## src/rtl/instr_fetch_unit_if.sv

```systemverilog
// rtl/instr_fetch_unit_if.sv - instruction-memory bus and instruction hand-off bundle for the fetch stage
interface instr_fetch_unit_if #(
  parameter int ADDR_W = 8
);
  logic              imem_req;
  logic [ADDR_W-1:0] imem_addr;
  logic              imem_ack;
  logic [7:0]        imem_rdata;
  logic [7:0]        instr;
  logic [3:0]        opcode;
  logic              instr_valid;
  logic              instr_ready;

  // fetch unit side
  modport master (
    output imem_req, imem_addr, instr, opcode, instr_valid,
    input  imem_ack, imem_rdata, instr_ready
  );

  // memory and decode side
  modport slave (
    input  imem_req, imem_addr, instr, opcode, instr_valid,
    output imem_ack, imem_rdata, instr_ready
  );
endinterface

```

## src/rtl/instr_fetch_unit.sv

```systemverilog
// rtl/instr_fetch_unit.sv - PC holder, single-outstanding instruction fetch and valid/ready hand-off
module instr_fetch_unit #(
  parameter int              ADDR_W   = 8,
  parameter logic [ADDR_W-1:0] RESET_PC = '0,
  parameter int              CNT_W    = 16
) (
  input  logic                     clock,
  input  logic                     reset,
  instr_fetch_unit_if.master       bus,
  input  logic                     jmp_en,
  input  logic                     je_en,
  input  logic                     flag,
  input  logic [ADDR_W-1:0]        jmp_target,
  output logic [ADDR_W-1:0]        pc,
  output logic [CNT_W-1:0]         retired_count
);

  typedef enum logic [1:0] {
    IDLE  = 2'd0,
    FETCH = 2'd1,
    HOLD  = 2'd2
  } state_t;

  state_t            state_q, state_d;
  logic [ADDR_W-1:0] pc_q, pc_d;
  logic [7:0]        instr_q, instr_d;
  logic [CNT_W-1:0]  cnt_q, cnt_d;
  logic              fetch_done;
  logic              handshake;
  logic              taken;

  // ack only counts while our request is actually on the bus
  assign fetch_done = (state_q == FETCH) && bus.imem_ack;
  assign handshake  = (state_q == HOLD) && bus.instr_ready;
  assign taken      = jmp_en | (je_en & flag);

  // state and datapath registers; reset abandons any outstanding request
  always_ff @(posedge clock) begin
    if (reset) begin
      state_q <= IDLE;
      pc_q    <= RESET_PC;
      instr_q <= 8'h00;
      cnt_q   <= '0;
    end else begin
      state_q <= state_d;
      pc_q    <= pc_d;
      instr_q <= instr_d;
      cnt_q   <= cnt_d;
    end
  end

  // next state: idle once after reset, then alternate fetch/hold
  always_comb begin
    state_d = state_q;
    case (state_q)
      IDLE:    state_d = FETCH;
      FETCH:   if (fetch_done) state_d = HOLD;
      HOLD:    if (handshake) state_d = FETCH;
      default: state_d = IDLE;
    endcase
  end

  // next datapath values: capture on ack, redirect and retire on hand-off
  always_comb begin
    pc_d    = pc_q;
    instr_d = instr_q;
    cnt_d   = cnt_q;
    if (fetch_done) begin
      instr_d = bus.imem_rdata;
    end
    if (handshake) begin
      pc_d  = taken ? jmp_target : pc_q + 1'b1;
      cnt_d = cnt_q + 1'b1;
    end
  end

  // outputs decode straight from the registered state
  always_comb begin
    bus.imem_req    = (state_q == FETCH);
    bus.imem_addr   = pc_q;
    bus.instr       = instr_q;
    bus.opcode      = instr_q[7:4];
    bus.instr_valid = (state_q == HOLD);
    pc              = pc_q;
    retired_count   = cnt_q;
  end

endmodule
```

## src/flat_wrapper.sv

```systemverilog
// flat-port wrapper written by rule: the top's interface ports become plain ports
module instr_fetch_unit_flat 
#(
  parameter int              ADDR_W   = 8,
  parameter logic [ADDR_W-1:0] RESET_PC = '0,
  parameter int              CNT_W    = 16
)
  (clock, reset, jmp_en, je_en, flag, jmp_target, pc, retired_count, bus_imem_req, bus_imem_addr, bus_instr, bus_opcode, bus_instr_valid, bus_imem_ack, bus_imem_rdata, bus_instr_ready);
  instr_fetch_unit_if #(.ADDR_W(ADDR_W)) bus_i ();
  input  logic clock;
  input  logic reset;
  input  logic jmp_en;
  input  logic je_en;
  input  logic flag;
  input  logic [ADDR_W-1:0] jmp_target;
  output logic [ADDR_W-1:0] pc;
  output logic [CNT_W-1:0] retired_count;
  output wire logic [$bits(bus_i.imem_req)-1:0] bus_imem_req;
  output wire logic [$bits(bus_i.imem_addr)-1:0] bus_imem_addr;
  output wire logic [$bits(bus_i.instr)-1:0] bus_instr;
  output wire logic [$bits(bus_i.opcode)-1:0] bus_opcode;
  output wire logic [$bits(bus_i.instr_valid)-1:0] bus_instr_valid;
  input wire logic [$bits(bus_i.imem_ack)-1:0] bus_imem_ack;
  input wire logic [$bits(bus_i.imem_rdata)-1:0] bus_imem_rdata;
  input wire logic [$bits(bus_i.instr_ready)-1:0] bus_instr_ready;
  assign bus_imem_req = bus_i.imem_req;
  assign bus_imem_addr = bus_i.imem_addr;
  assign bus_instr = bus_i.instr;
  assign bus_opcode = bus_i.opcode;
  assign bus_instr_valid = bus_i.instr_valid;
  assign bus_i.imem_ack = bus_imem_ack;
  assign bus_i.imem_rdata = bus_imem_rdata;
  assign bus_i.instr_ready = bus_instr_ready;
  instr_fetch_unit #(.ADDR_W(ADDR_W), .RESET_PC(RESET_PC), .CNT_W(CNT_W)) u_core (.clock(clock), .reset(reset), .bus(bus_i), .jmp_en(jmp_en), .je_en(je_en), .flag(flag), .jmp_target(jmp_target), .pc(pc), .retired_count(retired_count));
endmodule
```

## config.mk

```make
export PLATFORM = sky130hd
export DESIGN_NAME = instr_fetch_unit_flat
export DESIGN_NICKNAME = d
export VERILOG_FILES = /design/src/rtl/instr_fetch_unit_if.sv /design/src/rtl/instr_fetch_unit.sv /design/src/flat_wrapper.sv
export SDC_FILE = /design/constraint.sdc
export NUM_CORES = 1
export LEC_CHECK = 0
export BUFFER_PORTS_ARGS = -buffer_cell sky130_fd_sc_hd__buf_2
export CORE_ASPECT_RATIO = 1.1
export CORE_MARGIN = 2
export CORE_UTILIZATION = 35
export CTS_CLUSTER_SIZE = 28
export DETAILED_ROUTE_END_ITERATION = 6
export PLACE_DENSITY = 0.6
export SKIP_LAST_GASP = 1
export SYNTH_ARGS = -nofsm -noshare
export SYNTH_HDL_FRONTEND = slang
export SYNTH_SLANG_ARGS = --single-unit
```

## constraint.sdc

```tcl
create_clock -name clock -period 2.4 [get_ports clock]
set_clock_uncertainty 0.05 [all_clocks]
set_input_delay 0.48 -clock clock [delete_from_list [all_inputs] [get_ports clock]]
set_output_delay 0.48 -clock clock [all_outputs]
set_load 0.02 [all_outputs]
```

# Word level (Yosys, flattened, before mapping)
# Cells that the tools add are included.
# classes
add_sub_neg	2
eq_ne	4
n_mux	4
bitwise_logic	2
n_reduce_logical	4
# ops
op	count
16-bit by 1-bit adder with 16-bit output, second input constant	1
8-bit by 1-bit adder with 8-bit output, second input constant	1
8-bit two-way mux	1
2-bit case mux with 3 select lines	1
2-bit two-way mux	2
2-bit by 1-bit != test with 1-bit output, second input constant	2
2-bit by 1-bit equality test with 1-bit output, second input constant	1
2-bit equality test, second input constant	1
1-bit logical AND	2
2-bit zero test	1
2-bit AND reduction	1
1-bit AND	1
1-bit bitwise OR	1
# word_totals
ff_bits	34
inputBits	23
out_inout_bits	46

# Logic depth before layout (Yosys ltp)
# Gate-level depths: netlist (run 1).
# logic_depth
word_depth	4
mapped_depth	6
mapped_depth_nobuf	5

# Worst setup path before layout (run 1)
# OpenSTA, ideal clock, no wires.
# synth_timing
kind	register to register
startpoint	reg u_core.cnt_q[5], in the netlist u_core.retired_count[5]
endpoint	reg u_core.cnt_q[15], in the netlist u_core.retired_count[15]
setup_ns	0.070
arrival_time_ns	1.737
required_ns	2.280
path_slack_ns	0.543
stages_incl_launch_ff	5
n_path_buf	0
path_cell_list	dfxtp_1 -> nand4_2 -> or4_4 -> or3_1 -> a21oi_1
# synth_between
elab_chain_cells	1
# synth_rtl
element	line	source
start: declaration	instr_fetch_unit.sv:27	logic [CNT_W-1:0] cnt_q, cnt_d;
start signal: assignment	instr_fetch_unit.sv:48	cnt_q <= cnt_d;
16-bit by 1-bit adder with 16-bit output	instr_fetch_unit.sv:73	cnt_d = cnt_q + 1'b1;
# Every way passes these cells.
# A chain may end at the register's enable or synchronous reset.

# Final worst setup path (run 1)
# layout_timing
startpoint	reg u_core.cnt_q[0], in the netlist u_core.retired_count[0]
endpoint	reg u_core.cnt_q[14], in the netlist u_core.retired_count[14]
# Same word-level chain as after synthesis.

==> impl_results.md, run 1 <==
- CTS root buffer: clkbuf_8
- Cts hold-fix bufs: 0
- Worst r2r path cells: 5
- EDFF count, synth: 0
- P&R area growth vs syn: 22.6%
- Drt total wl: around 3800 µm
- Core box area: between 4000 and 5000 µm²
- Initial detailed-routing violation count: 76
- Netlist cell types: 43
- Mean Syn Cell Area: 8.16 µm²
- Largest net degree at the start of global routing: 39
- DR pass1 iterations: 4
- RSZ-0062 raised after global routing: no
- Core Rows: 26
- Register bit total from synthesis: 34
- Least-Margin Pin Slew: 0.678 ns
- Critical path origin: u_core.retired_count[0]
- CTS buffer count: 5
- Die H: approximately 77 µm
- Worst Hold Margin: approximately 0.38 ns
- Worst-path fanout max: 6
- Initial Util: between 30% and 40%
- IO Port Bufs: 68
- Area occupied by multi-input gates: ~850 µm²
- Fmax: 0.533 GHz
- Pleak: 0.941 nW
- Post-cts resize count: 0
- Critical Path AT: ~2 ns
- Crit path launch type: flop
- Routability cong.: about 0.76
- Final Critical Period: 1.88 ns
- Vias: 1556
- Maxcap violations: 0
- Detailed-route vias per instance: 4.89
- Synth Cell Area: between 1500 and 2000 µm²
- GRT Util Overall: 14.4%
- Placed wire-length estimate: 2660 µm
- Flop2flop setup slack: 0.52 ns
- Storage cell area: 681 µm²
- WL per Instance: 11.8 µm
- Rel. slew slack: between 50% and 60%
- Synth Warn #: 0
- Setup-failing EPs final: 0
- Congestion Overflow GR: 0
- Sw Ratio: 23.4%
- Clock slew at reported path FFs: roughly 0.07 ns
- Worst Hold Class: in -> reg
- Final Max Tran Viols: 0
- Switch Pwr: roughly 0.28 mW
- Status: finished, final reports clean
- Internal power: 0.909 mW
- IO Count: 69
- Worst r2r dst: u_core.retired_count[14]
- Crit end category: flop
- Worst Setup EP: u_core.retired_count[14]
- # DRC: 0
- Power Density: 576 nW/µm²
- Crit path required time: 2.52 ns
- Vias in the first global route: between 1000 and 1500
- Die area: 5380 µm²
- Combinational group share of total power: 9.5%
- Layout fillers: 508
- Clock Power Share: 41.0%
- FF-to-FF Start: u_core.retired_count[0]
- Worst skew pair latency: 0.28 ns
- Maximum VDD drop: roughly 0.00031 V
- First-pass GRT wire length: 6410 µm
- Critical path type: reg -> reg
- Setup TNS: 0 ns
- Post-Synthesis Cells: about 210
- Mapped Nets: 231
- Sequential share of power: 49.5%
- Final net count: approximately 290
- Hold Fails Final Rpt: 0
- Most used DFF post-synth: dfxtp_1
- Diodes inserted: 0
- Synth async-reset ratio: 0%
- DRT antenna net count: 0
- Sequential share of the synthesized area: 40.5%
- CTS Buffer Depth: 2
- Antenna violations before repair: 0
- Share of cells above drive strength 1: 31.3%
- Die X: between 70 and 80 µm
- Final cycle utilization of the critical path: 78.2%
- CTS H-tree lvls: 2
- # Post-CTS Setup Buffers: 0
- CTS tree: yes
- Sinks on Clock Net: 34
==> cell usage in the layout (no fill, tap or decap), drive strengths merged, types with 2 or more instances in the layout <==
cell     n
nand2   33
nor4     4
clkbuf   8
nor2    17
nand2b   2
xnor2    8
buf     68
or3      3
and2     2
dfxtp   34
ha       2
a31oi    2
xor2     2
nor2b    3
nor3     7
nand4b   2
inv      3
or4      2
o21ai    9
nand3b   2
nand4    3
nand3    7
and3     3
a21oi   22
==> state kept, by name, indices dropped and copies added, names as in the netlist <==
signal and flops:
u_core.state_q 2, u_core.bus.instr 8, u_core.retired_count 16, u_core.bus.imem_addr 8
==> synth_stat cells, types with 2 or more instances <==
cell      count  area [µm²]
and3_1        3        18.8
buf_4        13        97.6
clkbuf_1      5        18.8
and2_1        2        12.5
nor2_1       17        63.8
nor2b_1       3        18.8
nand2b_1      2        12.5
dfxtp_1      34         681
nand3b_1      2        15.0
or3_1         3        18.8
a31oi_1       2        12.5
nor4_1        4        25.0
ha_1          2        25.0
nand3_1       7        35.0
nand4_1       2        12.5
o21ai_0       9        45.0
inv_1         3        11.3
nor3_1        7        35.0
xor2_1        2        17.5
xnor2_1       8        70.1
nand2_1      33         124
a21oi_1      22         110
==> routing by layer <==
metal / global-route usage, % / part of all wire, %
met4: 5.19 / 0.45
met5: 0 / 0
met2: 22.9 / 46
met3: 3.81 / 4.5
met1: 18.8 / 49
==> cell type report <==
cell class | instances | share of cell area [%]
Multi-Input combinational cell | 149 | 41.2
Sequential cell | 34 | 33.0
Timing Repair Buffer | 68 | 16.5
Clock buffer | 8 | 5.34
Tap cell | 56 | 3.40
Inverter | 3 | 0.546
==> critical path, cell delays in order, from the launching register on <==
cell and delay (ns):
dfxtp_1 0.44, ha_1 0.22, nand4b_1 0.23, nor4_1 0.43, nand3_1 0.14, mux2_2 0.28
==> logic make-up (layout without fill, tap and decap cells) <==
family	after synthesis	after routing	share of synthesized area, %
multiplexers	1	1	0.670
flip-flops	34	34	40.5
AND/OR/NAND/NOR	93	93	28.4
AO/OA/AOI/OAI	43	43	14.7
adder cells (fa/ha/maj)	2	2	1.49
buffers and inverters	23	79	9.00
XOR/XNOR	10	10	5.21
==> per-stage QoR <==
| stage | setup WS, ns | power, mW | util [%] | std cells | area (µm²) |
|---|---|---|---|---|---|
| 2_1_floorplan | 0.543 | 0.681 | - | 206 | 1680 |
| 3_3_place_gp | 0.467 | 0.714 | 42.0 | 310 | 1950 |
| 3_5_place_dp | 0.438 | 0.715 | 42.0 | 310 | 1950 |
| 4_1_cts | 0.523 | 1.21 | 44.3 | 318 | 2060 |
| 5_1_grt | 0.368 | 1.25 | 44.3 | 318 | 2060 |
| 6_report | 0.522 | 1.19 | 44.3 | 318 | 2060 |
==> power by group through the flow <==
| stage | Clock [mW] | Sequential (mW) | Combinational [mW] |
|---|---|---|---|
| floorplan | 0 | 0.610 | 0.0711 |
| global placement | 0 | 0.601 | 0.114 |
| detailed placement | 0 | 0.601 | 0.114 |
| CTS | 0.512 | 0.588 | 0.114 |
| global route | 0.532 | 0.590 | 0.127 |
| finish | 0.486 | 0.588 | 0.113 |
==> how the worst min path moves through the flow <==
stage	end	startpoint	cells after the start	slack [ns]
after global placement	u_core.bus.instr[0]	u_core.bus.instr[0]	2	0.39
after global routing	u_core.bus.instr[1]	bus_imem_rdata[1]	3	0.39
after CTS	u_core.bus.instr[1]	bus_imem_rdata[1]	3	0.38
final	u_core.bus.instr[1]	bus_imem_rdata[1]	3	0.38
after detailed placement	u_core.bus.instr[0]	u_core.bus.instr[0]	2	0.39
after floorplan	u_core.bus.instr[0]	u_core.bus.instr[0]	2	0.48
Note: power is estimated with default switching activity, not from simulation.
==> inputs of run 2 (changes only) <==
PLACE_DENSITY = 0.63   (was 0.6)
clock period = 1.5 ns   (was 2.4 ns; I/O delays follow)
==> run 2 against run 1 <==
Effect of this change: the flow now finishes with violations (negative setup slack); register-to-register slack worse by 0.60 ns; via count up 9.6%; first-iteration DRC count up 16%; cell count up 11%; highest routed layer unchanged; wire length up 15%; flip-flop and latch count unchanged.
==> impl_results.md, run 2 (synthesized netlist as in run 1, its figures left out) <==
- Status: finished, violations left
- Violated checks: negative setup slack
- Vias: 1706
- Core Rows: 26
- Final cycle utilization of the critical path: 105%
- Sw Ratio: 24.6%
- P&R area growth vs syn: 46.6%
- Rel. slew slack: 71.3%
- Die area: 5380 µm²
- DR pass1 iterations: 4
- Power Density: approximately 790 nW/µm²
- CTS Buffer Depth: 2
- Most common cell after layout, fill and taps aside: buf_2
- CP top delay family: simple AND/OR/NAND/NOR gates
- Setup TNS: -0.224 ns
- Sinks on Clock Net: 34
- Core box area: 4650 µm²
- Commonest cells after routing, fill and taps aside: buf_2, buf_4, nand2_1
- Switch Pwr: 0.481 mW
- Pre-CTS setup slack: -0.118 ns
- Fmax: 0.633 GHz
- CTS root buffer: clkbuf_8
- Final Max Tran Viols: 0
- Vias in the first global route: 1558
- Initial Util: 36.1%
- Critical Path AT: roughly 1.8 ns
- Critical path type: reg -> reg
- Crit path required time: 1.68 ns
- Worst Hold Class: in -> reg
- IO Port Bufs: 68
- Pleak: approximately 1.2 nW
- # DRC: 0
- Crit end category: flop
- Drt total wl: 4310 µm
- DRT antenna net count: 0
- Final WS setup: -0.0803 ns
- Total power: just under 2 mW
- Final net count: 320
- Placed wire-length estimate: 3210 µm
- Initial detailed-routing violation count: 88
- Dpl cells: 340
- Clock Power Share: 41.9%
- Worst Hold Margin: 0.187 ns
- Worst-path fanout max: 4
- Slowest stage delay, CP: roughly 0.50 ns
- Routability cong.: 0.752
- Worst skew pair latency: 0.29 ns
- Largest net degree at the start of global routing: 17
- Non-Filler Instances: about 350
- GRT Util Overall: 16.3%
- Least-Margin Pin Slew: 0.431 ns
- First-pass GRT wire length: 7040 µm
- Final Critical Period: about 1.6 ns
- Placed cell area: 2250 µm²
- Crit path launch type: flop
- Die H: 76.7 µm
- RSZ-0062 raised after global routing: yes
- Clock slew at reported path FFs: 0.08 ns
- Max reg flops: 16
- Slowest cell on the critical path: or4_4
- WL per Instance: ~12 µm
- Detailed-route vias per instance: around 4.8
- Final instance area: 2460 µm²
- Die X: 70.1 µm
- CTS tree: yes
- Maxcap violations: 0
- Share of cells above drive strength 1: between 40% and 50%
- Setup-failing EPs final: 5
- IO Count: 69
- Layout fillers: 465
- Final Util: 53.0%
- Cells along the critical path: nand4b_4, or4_4, or4_1, nand2_1
- Diodes inserted: 0
- Antenna violations before repair: 0
- Combinational group share of total power: 11.3%
- Internal power: 1.47 mW
- CTS buffer count: 5
- Maximum VDD drop: 0.000376 V
- Buf+Inv Stages, Crit Path: 0
- Sequential share of power: 46.9%
- Congestion Overflow GR: 0
- Hold Fails Final Rpt: 0
- CTS H-tree lvls: 2
run 2: area by class of cell:
| cell class | count | area, µm² | area share [%] |
|---|---|---|---|
| Inverter | 3 | 11.3 | 0.457 |
| Sequential cell | 34 | 724 | 29.4 |
| Tap cell | 56 | 70.1 | 2.84 |
| Clock buffer | 8 | 111 | 4.52 |
| Timing Repair Buffer | 102 | 611 | 24.8 |
| Multi-Input combinational cell | 149 | 937 | 38.0 |
run 2: path summary, 6_finish.rpt:
check | start | slack, ns | cells past startpoint | end
min reg2reg | u_core.bus.instr[1] | 0.41 | 2 | u_core.bus.instr[1]
max | u_core.retired_count[1] | -0.08 | 4 | u_core.retired_count[13]
min | bus_imem_rdata[5] | 0.19 | 3 | u_core.bus.instr[5]
max reg2reg | u_core.retired_count[1] | -0.08 | 4 | u_core.retired_count[13]
run 2: tightest hold or removal path, delay by kind of cell:
family                 cells  cell delay, ns
AND/OR/NAND/NOR            1            0.04
AO/OA/AOI/OAI              1            0.05
buffers and inverters      1            0.09
run 2: routing by layer:
layer	global-route usage, %	up-vias	part of all wire [%]
met5	0	-	0
met4	6.35	0	1.4
met3	4.07	8	4.6
met2	27.6	42	51
met1	19.7	771	43
li1	-	885	-
run 2: timing repair:
action | CTS | global route
setup endpoints to repair | 6 | 13
buffers inserted | 1 | 3
hold buffers | 0 | 0
gates resized for setup | 3 | 11
pin swaps | 2 | 4
run 2: power groups by stage:
stage               Combinational [mW]  Clock [mW]  Sequential (mW)
detailed placement               0.216           0            0.936
global placement                 0.215           0            0.935
finish                           0.220       0.818            0.915
floorplan                        0.114           0            0.957
global route                     0.242       0.883            0.917
CTS                              0.217       0.842            0.915
==> inputs of run 3 (changes only) <==
PLACE_DENSITY = not set   (was 0.63)
==> run 3 against run 2 <==
Effect of this change: the run still ends with negative setup slack left; flip-flop and latch count unchanged; sequential power about the same; die area unchanged; cell count decreased by 0.57%; critical path depth unchanged; global-route usage decreased by 0.73 points; fmax decreased by 0.56%; critical path type unchanged.
==> impl_results.md, run 3 (synthesized netlist as in run 1, its figures left out) <==
- Congestion Overflow GR: 0
- # DRC: 0
- FF-to-FF Start: u_core.retired_count[0]
- Antenna violations before repair: 0
- CTS root buffer: clkbuf_8
- Area occupied by multi-input gates: 918 µm²
- Switch Pwr: roughly 0.47 mW
- Critical path type: reg -> reg
- Final net count: 318
- Layout fillers: 475
- Initial detailed-routing violation count: 74
- Clock slew at reported path FFs: around 0.070 ns
- Drt total wl: between 4000 and 5000 µm
- Hold path start: bus_imem_rdata[3]
- Maxcap violations: 0
- Diodes inserted: 0
- Initial Util: a little over a third
- Worst-path fanout max: 4
- Sequential share of power: 49.9%
- Power Density: around 760 nW/µm²
- Maximum VDD drop: 0.000614 V
- Slowest stage delay, CP: approximately 0.50 ns
- IO Count: 69
- GRT Util Overall: 15.6%
- Fmax: 0.629 GHz
- CTS H-tree lvls: 2
- Cts hold-fix bufs: 0
- Crit path required time: 1.67 ns
- Rel. slew slack: 73.4%
- Commonest cells after routing, fill and taps aside: buf_2, nand2_1, buf_4
- Final cycle utilization of the critical path: 106%
- Status: finished, violations left
- Core Rows: 26
- CTS Buffer Depth: 2
- Sinks on Clock Net: 34
- Die X: around 70 µm
- Most common cell after layout, fill and taps aside: buf_2
- Max reg flops: 16
- Routability cong.: 0.791
- Least-Margin Pin Slew: 0.399 ns
- Detailed-route vias per instance: between 4 and 5
- DRT antenna net count: 0
- RSZ-0062 raised after global routing: yes
- Critical path origin: u_core.retired_count[0]
- Share of cells above drive strength 1: 46.6%
- Largest net degree at the start of global routing: 16
- Dpl cells: 340
- Non-Filler Instances: between 300 and 400
- Critical Path AT: 1.76 ns
- Setup TNS: -0.189 ns
- DR pass1 iterations: 4
- Worst skew pair latency: 0.29 ns
- Die area: 5380 µm²
- Slowest cell on the critical path: or4_4
- Vias: 1691
- Final Critical Period: 1.59 ns
- Crit end category: flop
- Cells along the critical path: nand4b_4, or4_4, or4_1, nand2_1
- CTS buffer count: 5
- Final WS setup: -0.0893 ns
- Worst Hold Class: in -> reg
- P&R area growth vs syn: 43.0%
- CTS tree: yes
- Hold Fails Final Rpt: 0
- Pleak: 1.12 nW
- Storage cell area: 724 µm²
- Clock Power Share: 38.3%
- Die H: 76.7 µm
- Internal power: 1.36 mW
- Crit path launch type: flop
- IO Port Bufs: 68
- Combinational group share of total power: 11.8%
- Final Max Tran Viols: 0
- Vias in the first global route: 1563
- Placed wire-length estimate: between 3000 and 4000 µm
- Setup-failing EPs final: 3
- Sw Ratio: 25.6%
- Violated checks: negative setup slack
- Core box area: 4650 µm²
- First-pass GRT wire length: 6840 µm
- WL per Instance: 11.8 µm
## run 3: cell type report
| type | instances | share of cell area, % |
|---|---|---|
| Multi-Input combinational cell | 149 | 38.2 |
| Sequential cell | 34 | 30.1 |
| Timing Repair Buffer | 100 | 24.4 |
| Clock buffer | 6 | 3.43 |
| Tap cell | 56 | 2.91 |
| Clock inverter | 2 | 0.468 |
| Inverter | 3 | 0.468 |
## run 3: power groups by stage
stage	combinational (mW)	sequential (mW)	clock, mW
floorplan	0.114	0.957	0
global placement	0.212	0.935	0
detailed placement	0.213	0.936	0
CTS	0.214	0.915	0.732
global route	0.237	0.918	0.775
finish	0.216	0.916	0.702
## run 3: routing by layer
| layer | global-route usage, % | wire (µm) | vias to the layer above |
|---|---|---|---|
| met3 | 3.94 | 188 | 4 |
| met4 | 6.73 | 52 | 0 |
| met1 | 18.4 | 1840 | 773 |
| met2 | 26.6 | 2060 | 37 |
| li1 | - | - | 877 |
| met5 | 0 | 0 | - |
## run 3: through the flow
| step | setup WS, ns | cell area, µm² | total power, mW | hold slack (ns) | utilization [%] |
|---|---|---|---|---|---|
| 3_3_place_gp | -0.101 | 2240 | 1.15 | 0.392 | 48.2 |
| 3_5_place_dp | -0.104 | 2240 | 1.15 | 0.397 | 48.2 |
| 5_1_grt | -0.132 | 2400 | 1.93 | 0.188 | 51.7 |
| 4_1_cts | -0.0732 | 2340 | 1.86 | 0.184 | 50.2 |
| 6_report | -0.0893 | 2400 | 1.83 | 0.193 | 51.7 |
| 2_1_floorplan | -0.102 | 1750 | 1.07 | 0.386 | - |
## run 3: path summary, 6_finish.rpt
check | slack, ns | depth (start not counted) | end
worst max-delay path | -0.09 | 4 | u_core.retired_count[13]
worst min-delay path | 0.19 | 3 | u_core.bus.instr[3]
worst max register to register | -0.09 | 4 | u_core.retired_count[13]
worst min register to register | 0.40 | 2 | u_core.bus.instr[3]
## run 3: timing repair
action	CTS	global route
setup endpoints to repair	4	12
buffers inserted	0	2
endpoints found under the hold margin	0	0
resized for setup	1	11
pin swaps	1	2
## run 3: critical path, delay by kind of cell (launching register included)
| kind | cells | cell delay, ns |
|---|---|---|
| simple gates | 4 | 1.09 |
| flops | 1 | 0.38 |
